`config.mk`:
```
export PLATFORM = sky130hd
export DESIGN_NAME = alu_sequencer
export DESIGN_NICKNAME = d
export VERILOG_FILES = /design/src/rtl/alu_sequencer.sv
export SDC_FILE = /design/constraint.sdc
export NUM_CORES = 1
export LEC_CHECK = 0
export CAP_MARGIN = 40
export CORE_ASPECT_RATIO = 0.5
export CORE_MARGIN = 4
export CORE_UTILIZATION = 59
export CTS_BUF_LIST = sky130_fd_sc_hd__clkbuf_4 sky130_fd_sc_hd__clkbuf_8
export DETAILED_ROUTE_END_ITERATION = 12
export HOLD_SLACK_MARGIN = 0.03
export PLACE_DENSITY = 0.95
export SLEW_MARGIN = 10
export SYNTH_ARGS = -nofsm -noshare
export SYNTH_HDL_FRONTEND = slang
export SYNTH_SLANG_ARGS = --single-unit
```
`constraint.sdc`:
```
create_clock -name clk -period 7.6 [get_ports clk]
set_clock_uncertainty 0.2 [all_clocks]
set_input_delay 1.14 -clock clk [delete_from_list [all_inputs] [get_ports clk]]
set_output_delay 1.14 -clock clk [all_outputs]
set_load 0.01 [all_outputs]
```
`src/rtl/alu_sequencer.sv`:
```
// alu_sequencer: command FIFO in front of the combinational integer alu.
// The FIFO head drives the alu directly. The result is captured into a
// registered valid/ready output stage. The carry flag chains carry between
// ADD/SUB commands.
module alu_sequencer #(
  parameter int DATA_WIDTH = 32,
  parameter int DEPTH      = 4,
  localparam int SHIFT_WIDTH  = $clog2(DATA_WIDTH),
  localparam int OPCODE_WIDTH = 4,
  localparam int OCC_WIDTH    = $clog2(DEPTH) + 1
) (
  input  logic                    clk,
  input  logic                    rst,
  input  logic                    cmd_valid,
  output logic                    cmd_ready,
  input  logic [OPCODE_WIDTH-1:0] cmd_opcode,
  input  logic [DATA_WIDTH-1:0]   cmd_a,
  input  logic [DATA_WIDTH-1:0]   cmd_b,
  input  logic [SHIFT_WIDTH-1:0]  cmd_shift,
  input  logic                    cmd_use_carry,
  input  logic                    flags_clear,
  output logic [OPCODE_WIDTH-1:0] alu_opcode,
  output logic [DATA_WIDTH-1:0]   alu_a,
  output logic [DATA_WIDTH-1:0]   alu_b,
  output logic [SHIFT_WIDTH-1:0]  alu_shift_amt,
  output logic                    alu_carry_in,
  input  logic [DATA_WIDTH-1:0]   alu_result,
  input  logic                    alu_carry_out,
  input  logic                    alu_overflow,
  output logic                    res_valid,
  input  logic                    res_ready,
  output logic [DATA_WIDTH-1:0]   res_data,
  output logic                    res_carry,
  output logic                    res_overflow,
  output logic                    carry_flag,
  output logic [OCC_WIDTH-1:0]    occupancy
);

  localparam int PTR_WIDTH = $clog2(DEPTH);

  // Opcode encoding shared with the attached alu.
  localparam logic [OPCODE_WIDTH-1:0] OP_ADD  = 4'd0;
  localparam logic [OPCODE_WIDTH-1:0] OP_SUB  = 4'd1;
  localparam logic [OPCODE_WIDTH-1:0] OP_AND  = 4'd2;
  localparam logic [OPCODE_WIDTH-1:0] OP_OR   = 4'd3;
  localparam logic [OPCODE_WIDTH-1:0] OP_XOR  = 4'd4;
  localparam logic [OPCODE_WIDTH-1:0] OP_LLOG = 4'd5;
  localparam logic [OPCODE_WIDTH-1:0] OP_RLOG = 4'd6;
  localparam logic [OPCODE_WIDTH-1:0] OP_LROT = 4'd7;
  localparam logic [OPCODE_WIDTH-1:0] OP_RROT = 4'd8;
  localparam logic [OPCODE_WIDTH-1:0] OP_RAR  = 4'd9;

  typedef enum logic {RES_EMPTY, RES_FULL} res_state_t;

  logic [OPCODE_WIDTH-1:0] fifo_opcode    [DEPTH];
  logic [DATA_WIDTH-1:0]   fifo_a         [DEPTH];
  logic [DATA_WIDTH-1:0]   fifo_b         [DEPTH];
  logic [SHIFT_WIDTH-1:0]  fifo_shift     [DEPTH];
  logic                    fifo_use_carry [DEPTH];

  logic [PTR_WIDTH-1:0] wr_ptr, rd_ptr;
  logic [OCC_WIDTH-1:0] count;
  logic                 full, empty, push, fire, head_is_arith;
  res_state_t           state, state_next;

  assign full      = (count == OCC_WIDTH'(DEPTH));
  assign empty     = (count == '0);
  assign cmd_ready = !full && !rst;
  assign push      = cmd_valid && cmd_ready;
  assign res_valid = (state == RES_FULL);
  assign fire      = !empty && (!res_valid || res_ready);
  assign occupancy = count;
  assign head_is_arith = (alu_opcode == OP_ADD) || (alu_opcode == OP_SUB);

  // Command storage: payload only, validity is tracked by the pointers.
  always_ff @(posedge clk) begin
    if (push) begin
      fifo_opcode[wr_ptr]    <= cmd_opcode;
      fifo_a[wr_ptr]         <= cmd_a;
      fifo_b[wr_ptr]         <= cmd_b;
      fifo_shift[wr_ptr]     <= cmd_shift;
      fifo_use_carry[wr_ptr] <= cmd_use_carry;
    end
  end

  // FIFO pointers and occupancy; pointers wrap naturally (DEPTH is a power of two).
  always_ff @(posedge clk) begin
    if (rst) begin
      wr_ptr <= '0;
      rd_ptr <= '0;
      count  <= '0;
    end else begin
      if (push) wr_ptr <= wr_ptr + PTR_WIDTH'(1);
      if (fire) rd_ptr <= rd_ptr + PTR_WIDTH'(1);
      case ({push, fire})
        2'b10:   count <= count + OCC_WIDTH'(1);
        2'b01:   count <= count - OCC_WIDTH'(1);
        default: count <= count;
      endcase
    end
  end

  // Present the head command to the alu; idle the operand bus when empty.
  always_comb begin
    alu_opcode    = '0;
    alu_a         = '0;
    alu_b         = '0;
    alu_shift_amt = '0;
    alu_carry_in  = 1'b0;
    if (!empty) begin
      alu_opcode    = fifo_opcode[rd_ptr];
      alu_a         = fifo_a[rd_ptr];
      alu_b         = fifo_b[rd_ptr];
      alu_shift_amt = fifo_shift[rd_ptr];
      alu_carry_in  = fifo_use_carry[rd_ptr] & carry_flag;
    end
  end

  // Output-stage state register.
  always_ff @(posedge clk) begin
    if (rst) state <= RES_EMPTY;
    else     state <= state_next;
  end

  // Output-stage transitions: fire always (re)fills, a lone drain empties.
  always_comb begin
    state_next = state;
    case (state)
      RES_EMPTY: if (fire) state_next = RES_FULL;
      RES_FULL:  if (res_ready && !fire) state_next = RES_EMPTY;
      default:   state_next = RES_EMPTY;
    endcase
  end

  // Result capture; holds its value across drain and back-pressure.
  always_ff @(posedge clk) begin
    if (rst) begin
      res_data     <= '0;
      res_carry    <= 1'b0;
      res_overflow <= 1'b0;
    end else if (fire) begin
      res_data     <= alu_result;
      res_carry    <= alu_carry_out;
      res_overflow <= alu_overflow;
    end
  end

  // Carry flag updates on the pop edge so the next head sees it without a bypass.
  always_ff @(posedge clk) begin
    if (rst)                         carry_flag <= 1'b0;
    else if (flags_clear)            carry_flag <= 1'b0;
    else if (fire && head_is_arith)  carry_flag <= alu_carry_out;
  end

endmodule
```
==> impl_results.md <==
- Hold Vio Cnt, Final: 0
- DRC viols: 0
- Register area share after synthesis: 0.7615
- Area of the core: approximately 21000 um^2
- Chip Width: ~220 um
- Post-Syn Area: about 13000 um^2
- CP Class: reg2out
- Max_cap viols: 0
- Relative slew slack: 0.5243
- Final WS setup: 3273 ps
- DR vias: ~6900
- Arr. time, crit path: between 2000 and 3000 ps
- DP HPWL: roughly 17000 um
- Worst slew pin tran: between 700 and 800 ps
- Initial DRC Count: 526
- Final Power: between 5 and 6 mW
- Final ANT Viol Nets: 0
- 1st-pass router iterations: 4
- Slew Viols, Final: 0
- Synthesized Nets: a little under 800
- Die Area: 24360 um^2
- CTS buffer count: 46
- Worst Path Required: about 6300 ps
- Post-CTS Setup Bufs: 0
- Post-layout net count: 1044
- Vias in the first global route: between 7000 and 8000
- Vias per inst: between 5 and 6
- Post-synth top area share: 0.6915
- Wire length per cell: between 20 and 25 um
- Final setup vio count: 0
- Slowest CP cell: mux4_2
- Clk pwr share: 0.261
- Internal: ~3.8 mW
- Syn Area/Cell: approximately 19 um^2
- Synth Register Bits: around 340
- WL final: about 28000 um
- Post-synth EDFFs: ~300
- CP Capture Type: primary output
- CTS hold repair buffers: 0
- GP Congestion: 0.7431
- Final critical-path required period: 4327 ps
- CTS root buffer: clkbuf_8
- Clock Latency Late Sink: about 550 ps
- Ranking of synthesized cells by area: edfxtp_1 69%, mux4_2 13%, dfxtp_1 7.0%, and2_1 3.7%, nand2_1 2.1%
- Worst-path clk slew: approximately 70 ps
- Power Density: between 300 and 400 nW/um^2
- Crit-path max FO: 31
- First-pass GRT wire length: ~43000 um
- Max incr delay on CP: between 500 and 600 ps
- Total congestion overflow: 0
- Pin count of the biggest net entering global routing: 76
- # clock sinks: 341
- Synth cell types: 29
- Unrepaired setup endpoints after global routing: no
- Synth Instances: 676
- Crit-path cells: buf_4 > mux4_2 > and2_1 > clkdlybuf4s50_1
- IO Pins: approximately 230
- DIE HEIGHT: between 100 and 150 um
- Seq pwr share: 0.441
- Minimum hold slack: 251.5 ps
- Post-CTS resize count: 0
- DP Cell Count: 1169
- Post-synth top flop: edfxtp_1
- Fin util: 0.7833
- Sw frac: 0.2788
- Fill cell count: roughly 1100
- Yosys Warn Count: 0
- H-tree Lvls: 2
- Synth-to-Final Area Change: 27.79%
- CP Launch Type: flip-flop
- Starting Density: 0.6130
- Status: finished, final reports clean
- P_leak: between 5 and 6 nW
- Asr flop ratio synth: 0
- Worst IR Drop VDD: roughly 0.19 mV
- Finished Layout Cells: between 1000 and 1500
- HP Class: reg2reg
- Layout cell share with drive strength beyond 1: 0.1713
- Total GRT Usage: 0.2306
- Final period utilization: 0.5693
- Clock buffer depth: 3
- PortBufs: 226
- FP Rows: 37
- Setup tns final: 0 ps
- Place WS: slightly above 3000 ps
- CTS tree: done
- Finished Cell Area: 16430 um^2
- Post-synth top area cell: edfxtp_1
- NetSw: 1.456 mW
- Power share of the combinational group: 0.298
- Placed inst area: 15510 um^2
- Fmax: approximately 230 MHz
- Initial antenna violation count: 0
-- path summary, 6_finish.rpt --
kind	startpoint	to	slack, ps	depth (start not counted)
worst max-delay path	flip-flop	alu_b[19]	3270	4
worst min register to register	res_data[8]$_SDFFE_PP0P_	res_data[8]$_SDFFE_PP0P_	250	2
worst min-delay path	res_data[8]$_SDFFE_PP0P_	res_data[8]$_SDFFE_PP0P_	250	2
worst max register to register	occupancy[2]$_SDFFE_PP0P_	occupancy[2]$_SDFFE_PP0P_	4170	9
-- state kept, by name (all words and copies together), names as in the netlist, named ones only --
name	flops
fifo_opcode	16
fifo_use_carry	4
res_carry	1
res_overflow	1
fifo_a	128
occupancy	3
fifo_b	128
res_valid	1
carry_flag	1
res_data	32
rd_ptr	2
fifo_shift	20
wr_ptr	2
-- cell usage after synthesis (2+ instances only) --
library cell,number
dfxtp_1,45
and2_1,77
mux4_2,74
or3_1,2
buf_1,8
xnor2_1,2
ha_1,5
clkbuf_1,12
nand2_1,71
edfxtp_1,296
buf_2,4
a21oi_1,38
buf_4,10
xor2_1,3
inv_1,7
nor2_1,9
-- critical path: cells and delay by family (launching register included) --
kind                   cells  cell delay, ps
and+or+nand+nor            1             190
muxes                      1             590
DFF                        1             570
buffers and inverters      2            1060
-- power by group through the flow --
stage | combinational, mW | sequential [mW] | clock, mW
3_3_place_gp | 1.44 | 2.40 | 0
3_5_place_dp | 1.57 | 2.35 | 0
6_report | 1.56 | 2.30 | 1.37
4_1_cts | 1.58 | 2.31 | 1.39
5_1_grt | 1.67 | 2.32 | 1.49
2_1_floorplan | 0.820 | 2.34 | 0
-- per-layer routing --
layer / wire length, um / GRT usage / share of wire
met1: 11050 / 0.2996 / 0.40
met2: 14520 / 0.3977 / 0.53
met4: 709 / 0.06988 / 0.026
met3: 1272 / 0.05166 / 0.046
met5: 0 / 0 / 0
-- cells in the final DEF (no fill, tap or decap), types with 2 or more instances in the layout --
cell / count
nand2_1: 71
inv_1: 7
dfxtp_4: 2
xor2_1: 3
clkdlybuf4s50_1: 226
buf_16: 6
dfxtp_1: 43
edfxtp_1: 296
and2_4: 4
a21oi_1: 38
clkinv_2: 2
clkbuf_8: 49
nor2_1: 9
xnor2_1: 2
mux4_2: 74
clkbuf_4: 18
and2_1: 73
buf_4: 4
ha_1: 5
clkinv_1: 16
-- area by class of cell --
type / instances / area (um^2) / share of cell area
Timing Repair Buffer: 236 / 2457 / 0.1496
Tap cell: 292 / 365.4 / 0.02224
Inverter: 8 / 30.03 / 0.001828
Clock inverter: 19 / 100.1 / 0.006093
Antenna cell: 1 / 2.502 / 0.0001523
Sequential cell: 341 / 9797 / 0.5964
Multi-Input combinational cell: 292 / 2865 / 0.1744
Clock buffer: 67 / 809.5 / 0.04928
-- cells by family (layout without fill, tap and decap cells) --
kind of cell,Yosys count,in the layout,share of synthesized area
AND/OR/NAND/NOR,165,165,0.06502
multiplexers,75,75,0.1304
XOR/XNOR,5,5,0.003407
other,0,1,0
buffers and inverters,43,330,0.01645
flip-flops,341,341,0.7615
AO/OA/AOI/OAI,41,41,0.01674
adder cells (fa/ha/maj),6,6,0.006424
Power figures use the tool's default switching activity.
